==> src/rtl/mul_arbiter.sv <==
// mul_arbiter: round-robin sequencer sharing one
// combinational multiplier among N requesting cores.
module mul_arbiter #(
  parameter  int N   = 4,
  parameter  int W   = 8,
  localparam int IDW = $clog2(N)
) (
  input  logic           clk,
  input  logic           rst_n,
  input  logic [N-1:0]   req,
  input  logic [N*W-1:0] a_in,
  input  logic [N*W-1:0] b_in,
  output logic [N-1:0]   gnt,
  output logic [IDW-1:0] gnt_id,
  output logic [N-1:0]   done,
  output logic [W-1:0]   result,
  output logic           busy,
  output logic [W-1:0]   mul_a,
  output logic [W-1:0]   mul_b,
  input  logic [W-1:0]   mul_result
);

  typedef enum logic [1:0] {
    IDLE  = 2'd0,
    ISSUE = 2'd1,
    DONE  = 2'd2
  } state_t;

  state_t         r_state;
  state_t         w_state_nxt;
  logic [IDW-1:0] r_last;
  logic [IDW-1:0] w_last_nxt;
  logic [N-1:0]   r_gnt;
  logic [N-1:0]   w_gnt_nxt;
  logic [N-1:0]   r_done;
  logic [N-1:0]   w_done_nxt;
  logic [IDW-1:0] r_gnt_id;
  logic [IDW-1:0] w_id_nxt;
  logic [W-1:0]   r_result;
  logic [W-1:0]   w_res_nxt;
  logic [W-1:0]   r_mul_a;
  logic [W-1:0]   w_a_nxt;
  logic [W-1:0]   r_mul_b;
  logic [W-1:0]   w_b_nxt;

  logic           w_found;
  logic [IDW-1:0] w_win;
  logic [IDW-1:0] w_cand;
  int             w_idx;

  // Round-robin search starting just after the last served core
  always_comb begin
    w_found = 1'b0;
    w_win   = '0;
    w_cand  = '0;
    w_idx   = 0;
    for (int k = 1; k <= N; k++) begin
      w_idx  = (int'(r_last) + k) % N;
      w_cand = IDW'(w_idx);
      if (!w_found && req[w_cand]) begin
        w_found = 1'b1;
        w_win   = w_cand;
      end
    end
  end

  // Next-state and next-register values
  always_comb begin
    w_state_nxt = r_state;
    w_gnt_nxt   = '0;
    w_done_nxt  = '0;
    w_id_nxt    = r_gnt_id;
    w_last_nxt  = r_last;
    w_res_nxt   = r_result;
    w_a_nxt     = r_mul_a;
    w_b_nxt     = r_mul_b;
    unique case (r_state)
      IDLE: begin
        if (w_found) begin
          w_gnt_nxt   = N'(1) << w_win;
          w_id_nxt    = w_win;
          w_a_nxt     = a_in[w_win*W +: W];
          w_b_nxt     = b_in[w_win*W +: W];
          w_state_nxt = ISSUE;
        end
      end
      ISSUE: begin
        w_res_nxt   = mul_result;
        w_done_nxt  = N'(1) << r_gnt_id;
        w_state_nxt = DONE;
      end
      DONE: begin
        w_last_nxt  = r_gnt_id;
        w_state_nxt = IDLE;
      end
      default: begin
        w_state_nxt = IDLE;
      end
    endcase
  end

  // State and datapath registers; last starts at N-1 so core 0 leads
  always_ff @(posedge clk or negedge rst_n) begin
    if (!rst_n) begin
      r_state  <= IDLE;
      r_last   <= IDW'(N - 1);
      r_gnt    <= '0;
      r_done   <= '0;
      r_gnt_id <= '0;
      r_result <= '0;
      r_mul_a  <= '0;
      r_mul_b  <= '0;
    end else begin
      r_state  <= w_state_nxt;
      r_last   <= w_last_nxt;
      r_gnt    <= w_gnt_nxt;
      r_done   <= w_done_nxt;
      r_gnt_id <= w_id_nxt;
      r_result <= w_res_nxt;
      r_mul_a  <= w_a_nxt;
      r_mul_b  <= w_b_nxt;
    end
  end

  assign gnt    = r_gnt;
  assign done   = r_done;
  assign gnt_id = r_gnt_id;
  assign result = r_result;
  assign mul_a  = r_mul_a;
  assign mul_b  = r_mul_b;
  assign busy   = (r_state != IDLE);

endmodule

==> config.mk <==
export PLATFORM = sky130hd
export DESIGN_NAME = mul_arbiter
export DESIGN_NICKNAME = d
export VERILOG_FILES = /design/src/rtl/mul_arbiter.sv
export SDC_FILE = /design/constraint.sdc
export NUM_CORES = 1
export LEC_CHECK = 0
export BUFFER_PORTS_ARGS = -buffer_cell sky130_fd_sc_hd__buf_2
export CAP_MARGIN = 20
export CORE_UTILIZATION = 39
export CTS_BUF_LIST = sky130_fd_sc_hd__clkbuf_16
export CTS_CLUSTER_DIAMETER = 200
export DETAILED_ROUTE_END_ITERATION = 7
export GPL_ROUTABILITY_DRIVEN = 0
export HOLD_SLACK_MARGIN = 0.08
export PLACE_DENSITY_LB_ADDON = 0.2
export SYNTH_ARGS = -nofsm -noshare
export SYNTH_HDL_FRONTEND = slang
export SYNTH_SLANG_ARGS = --single-unit
export TNS_END_PERCENT = 20
==> constraint.sdc <==
create_clock -name clk -period 1.88 [get_ports clk]
set_input_delay 0.188 -clock clk [delete_from_list [all_inputs] [get_ports clk]]
set_output_delay 0.188 -clock clk [all_outputs]
set_load 0.02 [all_outputs]
==> flow_summary.ini, run 1 <==
[outcome]
status = finished, violations left
violations = negative setup slack

[power_and_ir_drop]
switching_share_pct = 41.58
power.density_nw_per_um2 = 1700
power_frac_seq_pct = 27.3
irDropWorstVdd_mv = 0.7998
p_leak_nw = 1.511
p_sw_mw = 2.192
p_int_mw = 3.080
comb_power_share_pct = 57.6
clock_power_share_pct = 15.1

[hold_path]
min_path_type = in -> reg
holdPathStages = 2
holdCritStartpoint = mul_result[3]
holdPathEnd = result[3]$_DFFE_PN0P_

[clock_tree]
max-clock-path-buffers = 2
htreeDepth = 2
cts_tree = yes
clkSinkCount = 38
root_buffer = clkbuf_16
clk_latency_ps = 280
numCtsBuffers = 5
clkTransAtPathRegs_ps = 50

[detailed_routing]
drc = 0
via_per_inst = 5.124
firstDrtPassIters = 4
ant_nets = 0
post_drt_wl_per_cell_um = 15.25
first_iter_violations = 100
num_vias = 1983
routed_wl_mm = 5.903

[yosys]
synthTopCellsByArea = dfrtp_1, and3_1, a211oi_1
synth_cells = 192
netlist_area_um2 = 1964
synth.distinct_cells = 28
synth_top_area_share_pct = 45.86
ys_warn_count = 0
seq_area_frac_synth_pct = 48.54
syn_avg_cell_area_um2 = 10.23
yosys_register_bits = 38
syn_nets = 270
synth_top_area_cell = dfrtp_1

[die]
die_w_um = 72.97
rows = 25
die-area_um2 = 5325
fp.dieH_um = 72.97
core_um2 = 4786
boundaryPins = 113
initial_core_util_pct = 41.05

[sta]
rsz0062_at_grt = yes
tns_ps = -335.9
fin_crit_sh_pct = 103.1
period_needed_ps = 1939
setup_violations = 15
hold_viol_final = 0
fin_skew_ps = 2.118
whs_ps = 143.9
fmax_ghz = 0.5158
slew_violations = 0
slew_headroom_pct = 70.10
setup_slack_ps = -58.63
tightestPinTransition_ps = 448.5

[global_route]
grt_max_degree = 39
grt_pass1_wl_mm = 8.466
overflow = 0
grt_pass1_vias = 1785
antenna_found_initial = 0
grt.total_usage_pct = 21.31

[worst_setup_path]
endpoint_kind = flip-flop
path_buf_inv = 2
crit_chain = mux2i_2, a2bb2oi_4, buf_4, clkbuf_16, and3_1, a211oi_2, nor3_1
cp_slowest_cell = dfstp_2
worstPathArrival_ps = 2130
max_stage_delay_ps = 600
worstPathRequired_ps = 2070
rr_endpoint = mul_a[0]$_DFFE_PN0P_
startpoint = r_last[1]$_DFFE_PN1N_
rrSetupSlack_ps = -60
worstPathMaxFanout = 16
critPathTopFamily = flip-flops
r2r_start = r_last[1]$_DFFE_PN1N_
startpoint_type = flip-flop
r2r_cells = 7
critPathKind = reg -> reg

[place]
dp_hpwl_mm = 3.985
io_buffers = 112
pre_cts_ws_ps = -91.22

[finish]
nNetsFinal = 397
diodes = 0
final_layout_size_suffix_gt1_share_pct = 58.13
fin_util_pct = 64.78
syn_to_final_growth_pct = 57.83

[flow_run]
cap_viol_max_count = 0
==> synth_stat cells, drive strengths merged <==
cell,n
and3b,1
o21ai,2
mux2i,1
nor3b,1
buf,5
mux2,10
a21boi,2
dfstp,2
or2,1
o21bai,1
and3,33
a21oi,2
a2bb2oi,1
nor3,16
dfrtp,36
o31ai,1
a211oi,32
clkbuf,10
nand2,3
nand2b,2
and2,1
nor2,24
nor4,1
or4b,1
nor2b,3
==> worst reg2reg max path, stage by stage (launching register included) <==
cell and delay, ps:
dfstp_2 600, mux2i_2 280, a2bb2oi_4 250, buf_4 160
clkbuf_16 160, and3_1 180, a211oi_2 50, nor3_1 170
==> per-stage QoR <==
stage / instances / power (mW) / instance area, um2
after floorplan: 192 / 3.096 / 1964
after global placement: 372 / 3.937 / 2689
after detailed placement: 372 / 3.982 / 2689
after CTS: 382 / 4.935 / 2924
after global routing: 387 / 5.607 / 3100
final: 387 / 5.271 / 3100
==> kinds of logic after synthesis <==
family	count (synthesis)	share of synthesized area [%]
AOI/OAI and AO/OA	41	17.26
buffers and inverters	15	3.822
DFF	38	48.53
and+or+nand+nor	87	24.14
muxes	11	6.242
==> cell type report <==
cell class | count | area, um2
Timing Repair Buffer | 135 | 834.6
Multi-Input combinational cell | 139 | 1087
Fill cell | 401 | 1685
Tap cell | 67 | 83.83
Sequential cell | 38 | 953.4
Clock inverter | 3 | 16.27
Clock buffer | 5 | 125.1
==> per-layer routing <==
layer / up-vias / global-route usage [%] / routed length, um
met3: 8 / 7.044 / 433
met5: - / 0 / 0
met4: 0 / 7.625 / 90
met1: 929 / 27.95 / 2461
li1: 960 / - / -
met2: 86 / 33.02 / 2917
==> worst max path at each step <==
stage / to / slack, ps / cells past startpoint
after floorplan: mul_b[0]$_DFFE_PN0P_ / 1 / 6
after global placement: mul_a[0]$_DFFE_PN0P_ / -40 / 7
after detailed placement: mul_a[0]$_DFFE_PN0P_ / -90 / 7
after CTS: mul_a[0]$_DFFE_PN0P_ / -20 / 7
after global routing: mul_a[3]$_DFFE_PN0P_ / -140 / 7
final: mul_a[0]$_DFFE_PN0P_ / -60 / 7
==> registers in the layout, summed over array words and instances (netlist names) <==
signal   cells
gnt_id       2
mul_a        8
gnt          4
result       8
mul_b        8
done         4
r_last       2
r_state      2
==> cell usage in the layout (no fill, tap or decap), drive strengths merged <==
| cell type | count |
|---|---|
| o21bai | 1 |
| nor4 | 1 |
| clkinvlp | 1 |
| mux2i | 1 |
| dfstp | 2 |
| o21ai | 2 |
| and2 | 1 |
| or2 | 1 |
| nor3b | 1 |
| nand2b | 2 |
| and3b | 1 |
| mux2 | 10 |
| a2bb2oi | 1 |
| a21oi | 2 |
| nand2 | 3 |
| dlygate4sd3 | 1 |
| nor2b | 3 |
| nor2 | 24 |
| nor3 | 16 |
| or4b | 1 |
| clkinv | 2 |
| o31ai | 1 |
| and3 | 33 |
| dfrtp | 36 |
| a211oi | 32 |
| a21boi | 2 |
| buf | 132 |
| clkbuf | 7 |
==> power groups by stage <==
stage	combinational, mW	sequential (mW)	clock, mW
CTS	2.69	1.43	0.813
finish	3.04	1.44	0.795
floorplan	1.25	1.85	0
global route	3.27	1.49	0.847
detailed placement	2.53	1.45	0
global placement	2.50	1.43	0
==> repair_timing <==
item,4_1_cts,5_1_grt
setup buffers,1,4
pin swaps,0,3
setup endpoints to repair,16,16
cloned,0,2
hold endpoints to repair,36,0
gates resized for setup,15,22
hold buffers,1,0
Power figures use the tool's default switching activity.
==> run 2: changes to the inputs <==
--- a/config.mk
+++ b/config.mk
@@ -5,9 +5,10 @@
 export SDC_FILE = /design/constraint.sdc
 export NUM_CORES = 1
 export LEC_CHECK = 0
+export ABC_AREA = 1
 export BUFFER_PORTS_ARGS = -buffer_cell sky130_fd_sc_hd__buf_2
 export CAP_MARGIN = 20
-export CORE_UTILIZATION = 39
+export CORE_UTILIZATION = 50
 export CTS_BUF_LIST = sky130_fd_sc_hd__clkbuf_16
 export CTS_CLUSTER_DIAMETER = 200
 export DETAILED_ROUTE_END_ITERATION = 7
==> constraint.sdc (replaced) <==
create_clock -name clk -period 2.45 [get_ports clk]
set_input_delay 0.245 -clock clk [delete_from_list [all_inputs] [get_ports clk]]
set_output_delay 0.245 -clock clk [all_outputs]
set_load 0.02 [all_outputs]
==> flow_summary.ini, run 2 <==
[yosys]
synth_cells = 331
synth.distinct_cells = 29
yosys_register_bits = 38
async_reset_ff_share_pct = 100.0
syn_avg_cell_area_um2 = 7.076
synth_top_area_cell = dfrtp_1
yosysMostFrequentCell = nand2_1
syn_nets = 409
netlist_area_um2 = 2342
ys.flop_type = dfrtp_1
synth_top_area_share_pct = 38.46
seq_area_frac_synth_pct = 40.71
synthTopCellsByCount = nand2_1, inv_1, nand3_1
ys_warn_count = 0
synth_edf_count = 0
synthTopCellsByArea = dfrtp_1, nand2_1, inv_1

[power_and_ir_drop]
irDropWorstVdd_mv = 1.058
power.density_nw_per_um2 = 1693
p_leak_nw = 1.897

[hold_path]
min_path_type = in -> async

[sta]
fmax_ghz = 0.4435
tightestPinTransition_ps = 819.0
slew_violations = 0
tns_ps = 0
rsz0062_at_grt = no
period_needed_ps = 2255
slew_headroom_pct = 45.40
fin_skew_ps = 2.654
fin_crit_sh_pct = 92.04
hold_viol_final = 0
setup_violations = 0

[detailed_routing]
first_iter_violations = 170
post_drt_wl_per_cell_um = 11.60
firstDrtPassIters = 4
drc = 0
num_vias = 2416
ant_nets = 0
routed_wl_mm = 5.766
via_per_inst = 4.861

[finish]
mostFrequentLayoutCell = nand2_1
fin_util_pct = 71.03
diodes = 0
final_layout_size_suffix_gt1_share_pct = 33.48
syn_to_final_growth_pct = 33.87
layout_common_cells = nand2_1, buf_2, inv_1, nand3_1, dfrtp_1
nNetsFinal = 522

[clock_tree]
root_buffer = clkbuf_16
max-clock-path-buffers = 2
clkSinkCount = 38
clkTransAtPathRegs_ps = 60
numCtsBuffers = 5
clk_latency_ps = 280
htreeDepth = 2
cts_tree = yes

[worst_setup_path]
r2r_start = r_last[0]$_DFFE_PN1N_
startpoint_type = flip-flop
startpoint = r_last[0]$_DFFE_PN1N_
crit_top_cell = nand2_1
max_stage_delay_ps = 640
endpoint = mul_a[2]$_DFFE_PN0P_
worstPathArrival_ps = 2430
worstPathRequired_ps = 2620
endpoint_kind = flip-flop
critPathKind = reg -> reg
rrSetupSlack_ps = 190
crit_chain = inv_4, nand2_1, nand2_2, nand2_2, nand2_2, nor2_4, nand4_2, nand3_4, buf_4, nand2_1, nand3_1, nand2_1, nand2_1, nand2_1
worstPathMaxFanout = 12
rr_endpoint = mul_a[2]$_DFFE_PN0P_
cp_slowest_cell = dfstp_2
r2r_cells = 14

[die]
boundaryPins = 113
die_w_um = 70.45
initial_core_util_pct = 53.06
core_um2 = 4414
rows = 24
die-area_um2 = 4963
fp.dieH_um = 70.45

[global_route]
grt_max_degree = 39
grt.total_usage_pct = 24.35
grt_pass1_wl_mm = 9.666
antenna_found_initial = 0
grt_pass1_vias = 2248
overflow = 0

[outcome]
status = finished clean

[flow_run]
cap_viol_max_count = 0

[place]
dp_hpwl_mm = 4.137
io_buffers = 112
-- run 2: repair_timing --
item,CTS,global route
endpoints found under the hold margin,0,0
buffers inserted,0,0
cloned,0,1
endpoints found under the setup margin,2,10
hold buffers,0,0
resized for setup,1,1
-- run 2: worst min path at each step --
stage / start / to / slack (ps) / cells after the start
after floorplan: rst_n / done[0]$_DFF_PN0_ / -50 / 0
after global placement: rst_n / result[7]$_DFFE_PN0P_ / 390 / 1
after detailed placement: rst_n / result[7]$_DFFE_PN0P_ / 390 / 1
after CTS: rst_n / result[7]$_DFFE_PN0P_ / 90 / 1
after global routing: rst_n / result[4]$_DFFE_PN0P_ / 130 / 1
final: rst_n / result[7]$_DFFE_PN0P_ / 60 / 1
-- run 2: per-stage QoR --
| stage | cell area (um2) | setup slack (ps) | cells | total power [mW] | hold WS (ps) |
|---|---|---|---|---|---|
| after floorplan | 2342 | 557.6 | 331 | 3.706 | -50.59 |
| after global placement | 2934 | 143.1 | 488 | 4.364 | 386.1 |
| after detailed placement | 2934 | 19.18 | 488 | 4.433 | 387.3 |
| after CTS | 3126 | 131.5 | 496 | 5.287 | 93.31 |
| after global routing | 3136 | 37.20 | 497 | 5.796 | 131.7 |
| final | 3136 | 195.0 | 497 | 5.310 | 56.59 |
-- run 2: kinds of logic after synthesis --
logic type	synth area share (%)
AND/OR/NAND/NOR	40.71
buffers and inverters	13.46
flip-flops	40.70
AO/OA/AOI/OAI	5.128
-- run 2: cell type report --
| type | instances | area, um2 |
|---|---|---|
| fillers | 377 | 1279 |
| clock buffers | 5 | 125.1 |
| flip-flops and latches | 38 | 953.4 |
| well taps | 52 | 65.06 |
| clock inverters | 3 | 63.81 |
| repair buffers | 118 | 618.1 |
| multi-input cells | 222 | 1086 |
| inverters | 59 | 224.0 |
-- run 2: report_power, final --
part           leakage, nW  total [mW]  internal, mW  switching (mW)
sequential           0.473        1.12         0.944           0.174
clock               0.0915       0.824         0.579           0.245
combinational         1.33        3.37          1.17            2.20
total                 1.90        5.31          2.69            2.62
-- run 2: per-layer routing --
metal / wire length, um / vias up / GRT usage [%]
met3: 350 / 6 / 5.195
met1: 2603 / 1055 / 31.28
li1: - / 1268 / -
met5: 0 / - / 0
met4: 69 / 0 / 7.556
met2: 2743 / 87 / 40.85
-- run 2: worst max-delay path: cells and delay by family (launching register included) --
kind / cells / cell delay (ps)
buffers and inverters: 2 / 290
flip-flops: 1 / 640
AND/OR/NAND/NOR: 12 / 1220
